==> config.mk <==
export PLATFORM = sky130hd
export DESIGN_NAME = i2s_frame_capture
export DESIGN_NICKNAME = d
export VERILOG_FILES = /design/src/rtl/i2s_frame_capture.sv
export SDC_FILE = /design/constraint.sdc
export NUM_CORES = 1
export LEC_CHECK = 0
export ABC_AREA = 1
export CAP_MARGIN = 20
export CORE_MARGIN = 2
export CORE_UTILIZATION = 54
export DETAILED_ROUTE_END_ITERATION = 6
export GPL_ROUTABILITY_DRIVEN = 0
export PLACE_DENSITY = 0.89
export SLEW_MARGIN = 40
export SYNTH_ARGS = -nofsm -noshare
export SYNTH_HDL_FRONTEND = slang
export SYNTH_SLANG_ARGS = --single-unit
==> constraint.sdc <==
create_clock -name clk -period 1.85 [get_ports clk]
set_clock_uncertainty 0.2 [all_clocks]
set_input_delay 0.4625 -clock clk [delete_from_list [all_inputs] [get_ports clk]]
set_output_delay 0.4625 -clock clk [all_outputs]
set_load 0.01 [all_outputs]
==> src/rtl/i2s_frame_capture.sv <==
// I2S MEMS microphone front end: BCLK/LRCLK generation, one-channel capture,
// FRAME_LEN-sample framing with valid/ready handoff. Optional macro: OVERLAP_EN.
module i2s_frame_capture #(
    parameter int SAMPLE_W  = 16,
    parameter int SLOT_W    = 32,
    parameter int FRAME_LEN = 16,
    parameter int BCLK_DIV  = 8,
    parameter int CHANNEL   = 0
) (
    input  logic                          clk,
    input  logic                          rst,
    input  logic                          DOUT,
    output logic                          BCLK,
    output logic                          LRCLK,
    output logic [FRAME_LEN*SAMPLE_W-1:0] frame_data,
    output logic                          frame_valid,
    input  logic                          frame_ready,
    output logic [7:0]                    overrun_cnt
);

    localparam int FRAME_W = FRAME_LEN * SAMPLE_W;
    localparam int DW      = (BCLK_DIV > 1) ? $clog2(BCLK_DIV) : 1;
    localparam int BW      = (SLOT_W > 1) ? $clog2(SLOT_W) : 1;
    localparam int FW      = $clog2(FRAME_LEN + 1);

    localparam logic [DW-1:0] DIV_LAST  = DW'(BCLK_DIV - 1);
    localparam logic [BW-1:0] BIT_LAST  = BW'(SLOT_W - 1);
    localparam logic [BW-1:0] BIT_LSB   = BW'(SAMPLE_W);
    localparam logic [FW-1:0] FILL_LAST = FW'(FRAME_LEN - 1);
    localparam logic          CH_SEL    = (CHANNEL != 0);

`ifdef OVERLAP_EN
    // Keep the newer half of the window so the next frame needs half as many samples.
    localparam logic [FW-1:0] FILL_RELOAD = FW'(FRAME_LEN / 2);
`else
    localparam logic [FW-1:0] FILL_RELOAD = '0;
`endif

    logic                dout_s1_q;
    logic                dout_s2_q;

    logic [DW-1:0]       div_cnt_q, div_cnt_d;
    logic                bclk_q, bclk_d;
    logic [BW-1:0]       bit_cnt_q, bit_cnt_d;
    logic                lrclk_q, lrclk_d;

    logic                rise_p1_q;
    logic                rise_p2_q;

    logic [SAMPLE_W-2:0] shift_q, shift_d;
    logic [FRAME_W-1:0]  win_q, win_d;
    logic [FW-1:0]       fill_q, fill_d;
    logic                done_q, done_d;

    logic [FRAME_W-1:0]  frame_q, frame_d;
    logic                valid_q, valid_d;
    logic [7:0]          ovr_q, ovr_d;

    logic                div_wrap;
    logic                bclk_rise;
    logic                bclk_fall;
    logic                bit_wrap;
    logic                cap_en;
    logic                commit;
    logic [SAMPLE_W-1:0] word;

    assign div_wrap  = (div_cnt_q == DIV_LAST);
    assign bclk_rise = div_wrap & ~bclk_q;
    assign bclk_fall = div_wrap & bclk_q;
    assign bit_wrap  = (bit_cnt_q == BIT_LAST);

    // The capture point trails the bus rising edge by the two sync stages.
    // bit_cnt/LRCLK only move on a falling toggle, at least two clk later,
    // so their current values still describe the bit being captured.
    assign cap_en = rise_p2_q
                  && (lrclk_q == CH_SEL)
                  && (bit_cnt_q != '0)
                  && (bit_cnt_q <= BIT_LSB);
    assign commit = cap_en && (bit_cnt_q == BIT_LSB);
    assign word   = {shift_q, dout_s2_q};

    // Two-flop synchroniser for the mic data line.
    always_ff @(posedge clk) begin
        if (rst) begin
            dout_s1_q <= 1'b0;
            dout_s2_q <= 1'b0;
        end else begin
            dout_s1_q <= DOUT;
            dout_s2_q <= dout_s1_q;
        end
    end

    // Bus clock next state: divider, BCLK toggle, bit position and word select.
    always_comb begin
        div_cnt_d = div_wrap ? '0 : div_cnt_q + 1'b1;
        bclk_d    = bclk_q;
        bit_cnt_d = bit_cnt_q;
        lrclk_d   = lrclk_q;
        if (div_wrap) begin
            bclk_d = ~bclk_q;
        end
        if (bclk_fall) begin
            bit_cnt_d = bit_wrap ? '0 : bit_cnt_q + 1'b1;
            if (bit_wrap) begin
                lrclk_d = ~lrclk_q;
            end
        end
    end

    // Bus clock state registers.
    always_ff @(posedge clk) begin
        if (rst) begin
            div_cnt_q <= '0;
            bclk_q    <= 1'b0;
            bit_cnt_q <= '0;
            lrclk_q   <= 1'b0;
        end else begin
            div_cnt_q <= div_cnt_d;
            bclk_q    <= bclk_d;
            bit_cnt_q <= bit_cnt_d;
            lrclk_q   <= lrclk_d;
        end
    end

    // Delay the rising-edge strobe to line up with the synchronised data.
    always_ff @(posedge clk) begin
        if (rst) begin
            rise_p1_q <= 1'b0;
            rise_p2_q <= 1'b0;
        end else begin
            rise_p1_q <= bclk_rise;
            rise_p2_q <= rise_p1_q;
        end
    end

    // Capture next state: bit shifting, sample window and fill accounting.
    always_comb begin
        shift_d = shift_q;
        win_d   = win_q;
        fill_d  = fill_q;
        done_d  = 1'b0;
        if (cap_en) begin
            shift_d = word[SAMPLE_W-2:0];
        end
        if (commit) begin
            win_d = {word, win_q[FRAME_W-1:SAMPLE_W]};
            if (fill_q == FILL_LAST) begin
                fill_d = FILL_RELOAD;
                done_d = 1'b1;
            end else begin
                fill_d = fill_q + 1'b1;
            end
        end
    end

    // Capture state registers.
    always_ff @(posedge clk) begin
        if (rst) begin
            shift_q <= '0;
            win_q   <= '0;
            fill_q  <= '0;
            done_q  <= 1'b0;
        end else begin
            shift_q <= shift_d;
            win_q   <= win_d;
            fill_q  <= fill_d;
            done_q  <= done_d;
        end
    end

    // Output handoff: load when the slot is free or being emptied, else drop.
    always_comb begin
        frame_d = frame_q;
        valid_d = valid_q;
        ovr_d   = ovr_q;
        if (done_q) begin
            if (!valid_q || frame_ready) begin
                frame_d = win_q;
                valid_d = 1'b1;
            end else if (ovr_q != 8'hFF) begin
                ovr_d = ovr_q + 8'd1;
            end
        end else if (valid_q && frame_ready) begin
            valid_d = 1'b0;
        end
    end

    // Output registers.
    always_ff @(posedge clk) begin
        if (rst) begin
            frame_q <= '0;
            valid_q <= 1'b0;
            ovr_q   <= '0;
        end else begin
            frame_q <= frame_d;
            valid_q <= valid_d;
            ovr_q   <= ovr_d;
        end
    end

    assign BCLK        = bclk_q;
    assign LRCLK       = lrclk_q;
    assign frame_data  = frame_q;
    assign frame_valid = valid_q;
    assign overrun_cnt = ovr_q;

endmodule

# Yosys cells after proc, flatten, opt, wreduce, memory -nomap -nowiden
# Cells that the tools add are included.
# word_totals
register_bits	556
elab_cells	53
inputBits	4
output_inout_bits	267
# classes
n_eq_ne	6
muxes	6
n_bitwise	6
n_addsub	4
magnitude_cmp	1
n_reduce_logical	15
# op_table
operator	count
5-bit by 1-bit adder with 5-bit output (second input constant)	2
5-bit == test (second input constant)	2
5-bit 2-to-1 mux	2
8-bit by 1-bit adder with 8-bit output (second input constant)	1
8-bit != test (second input constant)	1
2-bit AND reduction	3
5-bit by 4-bit == test with 1-bit output (second input constant)	1
5-bit <= comparator (second input constant)	1
1-bit logical AND	5
5-bit nonzero test	1
1-bit 2-to-1 mux	4
1-bit NOT	4
2-bit OR reduction	2
3-bit by 1-bit adder with 3-bit output (second input constant)	1
3-bit == test (second input constant)	1
3-bit AND reduction	1
1-bit AND	2
2-bit by 1-bit != test with 1-bit output (second input constant)	1
2-bit nonzero test	1
1-bit zero test	1
1-bit logical OR	1

# Logic depth before layout (Yosys ltp)
# logic_depth
depth_word	7
depth_mapped	10
depth_no_buf	9

# Least setup slack after synthesis
# OpenSTA, ideal clock, no wires.
# synth_timing
path_type	register to register
start	register bit_cnt_q[0]
end	register win_q[139]
t_arrival_ps	1356
path_buffers	2
setup_time_ps	116
stages_incl_launch_ff	10
slack_ps	178
synth_period_minus_slack_ps	1672
path_cell_list	dfxtp_1 > inv_1 > ha_1 > nand3_2 > nor2_8 > inv_2 > buf_6 > buf_2 > nor2_1 > nor2_1
# synth_via
elab_chain_len	4
# synth_lines
element	line_no	text
from (decl)	44	logic [BW-1:0] bit_cnt_q, bit_cnt_d;
from (signal assigned)	120	bit_cnt_q <= bit_cnt_d;
parallel branches: the longest is 3 deep, another holds 5-bit <= comparator	n/a	
1-bit logical AND *	79	assign commit = cap_en && (bit_cnt_q == BIT_LSB);
to (signal assigned)	165	win_q <= win_d;
to (decl)	51	logic [FRAME_W-1:0] win_q, win_d;
# Every way passes the cells marked *.
# A chain may end at the register's enable or synchronous reset.

# Worst setup path after layout
# layout_timing
start	register frame_q[166], in the netlist frame_data[166]
end	output port frame_data[166]
# layout_lines
element	line_no	text
from (decl)	55	logic [FRAME_W-1:0] frame_q, frame_d;
from (signal assigned)	195	frame_q <= frame_d;
to (decl)	15	output logic [FRAME_LEN*SAMPLE_W-1:0] frame_data,
# No word-level cell between the ends.

==> metrics <==
most common cell after layout, fill and taps aside=nor2_1; # H-tree levels=2; worst hold margin=0.206 ns; io pins=271; layout cells sized above 1=19.3%; global route overflow=0; PwrDens=927 mW/mm^2; TritonRoute pass-1 iters=6; Slew Limit Fails=0; Final ANT Viol Nets=0; Placed Instance Area=0.0230 mm^2; CTS tree=yes; Netlist cell types=27; status=finished, final reports clean; f_max=542 MHz; CTS Buffer Depth=3; Max Cap Viol=0; core area=0.0355 mm^2; CTS Sinks=556; final WL=58200 um; Startpoint Class=register; commonest non-fill, non-tap cells in the layout=nor2_1 (1043), dfxtp_1 (462), o21ai_0 (431); crit share post-route=99.8%; Starting Density=54.7%; syn_area_per_cell=7.82 um^2; syn_nets=2494; Total GRT Usage=29.4%; Worst R2R Start=bit_cnt_q[1]; Fin. Hold Viols=0; First DRT Iteration DRCs=2188; YS warnings=0; DRC=0; CP Depth=1; final setup fails=0; WL met1=22500 um; design area=0.0247 mm^2; Die Span X=194 um; flops & latches, synth=556; ant diodes=0; worst-path cell chain=clkdlybuf4s15_2; root buf cell=clkbuf_16; worst-margin pin slew=0.338 ns; CP Class=register to output pin; final worst path period need=1.85 ns; met2 WL post-DR=28300 um; R2R depth=9; slowest cell on the critical path=dfxtp_1; Buf+Inv Stages, Crit Path=1; critical path fanouts, max=2; cell area after synthesis=0.0194 mm^2; CP delay by family, top=flip-flops; VDD IR max=0.000712 V; top sig layer=met4; RSZ-0062 raised after global routing=yes; worst-skew pair later-pin latency=0.58 ns; reg-to-reg slack, setup=0.04 ns; die height=194 um; Setup crit end kind=output pin; worst path required time=1.19 ns; first-pass GRT wire length=91400 um; RR Endpoint=win_q[109]; Die ar.=0.0375 mm^2; Port-buffer cells=270; WL met3=4920 um; vias in the first global route=17.5k; Hold Path Class=register to register; initial antenna violation count=0; CTS Buf Count=52; Leak=12.2 nW; Reg clk slew, reported paths=0.06 ns; CP endpoint=frame_data[166]; largest net degree at the start of global routing=48; # fillers=2445; Seq/Total Area, Yosys=57.3%; Worst Setup SP=frame_data[166]; via count=18.3k; Row Count=69; DR vias/cell=5.65; DP HPWL=35700 um; Slew Limit Headroom=77.2%; Syn Inst Count=2483; CP Data Arrival Time=1.18 ns; area grow syn2layout=27.3%; DR WL/cell=18.0 um; nets=2753; CP peak stage delay=0.36 ns
-- synth_stat cells, drive strengths merged --
master | n | area (um^2)
xor2 | 2 | 17.5
nor2 | 1062 | 4020
dfxtp | 556 | 11100
o22ai | 1 | 6.26
or2 | 1 | 6.26
buf | 82 | 488
ha | 7 | 87.6
nand3 | 14 | 75.1
a21oi | 25 | 125
clkbuf | 94 | 354
nand2 | 52 | 200
inv | 47 | 176
o21ai | 519 | 2600
nand4 | 17 | 106
nor3 | 3 | 15.0
nand3b | 1 | 7.51
-- flip-flops by register name (all words and copies together) (netlist names) --
| name | flops |
|---|---|
| rise_p1_q | 1 |
| dout_s1_q | 1 |
| win_q | 256 |
| frame_valid | 1 |
| fill_q | 5 |
| dout_s2_q | 1 |
| bit_cnt_q | 5 |
| overrun_cnt | 8 |
| LRCLK | 1 |
| frame_data | 256 |
| BCLK | 1 |
| div_cnt_q | 3 |
| shift_q | 15 |
| rise_p2_q | 1 |
| done_q | 1 |
-- per-stage QoR --
step                      TNS (ns)  power (mW)  instances  setup slack [ns]  utilization [%]
after floorplan                  0        12.4       2483             0.178                -
after global placement      -87.44        12.5       3134            -0.278             64.8
after detailed placement    -95.83        12.6       3134            -0.345             64.8
after CTS                  -0.0229        23.0       3238           -0.0229             70.7
after global routing        -0.184        23.5       3244           -0.0417             69.7
final                            0        22.9       3244           0.00339             69.7
-- metal layers --
metal,track usage [%],vias to the layer above
met5,0,-
li1,-,8482
met4,12.3,0
met2,50.5,1074
met3,4.35,196
met1,37.0,8575
-- cell families (layout without fill, tap and decap cells) --
kind of cell,count (synthesis),count (layout),synth area share (%)
adders and majority gates,7,7,0.451
and+or+nand+nor,1150,1150,22.8
xor gates and xnor gates,2,2,0.0902
DFF,556,556,57.3
buffers and inverters,223,523,5.25
AOI/OAI and AO/OA,545,545,14.1
-- timing repair --
item,CTS,global route
buffers inserted,6,5
pin swaps,2,1
endpoints found under the setup margin,462,325
hold buffers,0,0
gates resized for setup,742,212
gates cloned,3,2
-- report_power, final --
part	switching (mW)	internal (mW)	total (mW)	leakage, nW
Clock	4.65	5.99	10.6	0.830
Sequential	0.00307	12.0	12.0	4.53
Combinational	0.193	0.124	0.317	6.87
-- worst min path at each step --
stage | slack (ns) | cells past startpoint | endpoint | start
2_1_floorplan | 0.19 | 2 | dout_s2_q | dout_s1_q
3_3_place_gp | 0.20 | 2 | rise_p2_q | rise_p1_q
3_5_place_dp | 0.20 | 2 | rise_p2_q | rise_p1_q
4_1_cts | 0.21 | 3 | dout_s1_q | DOUT
5_1_grt | 0.22 | 2 | rise_p2_q | rise_p1_q
6_report | 0.21 | 2 | rise_p2_q | rise_p1_q
-- final cells by class --
type	instances	area, um^2	share of cell area, %
flip-flops and latches	556	11300	45.6
multi-input cells	1704	7330	29.6
repair buffers	381	3650	14.8
clock buffers	69	1460	5.89
well taps	461	577	2.33
clock inverters	26	244	0.987
inverters	47	199	0.805
Power figures use the tool's default switching activity.
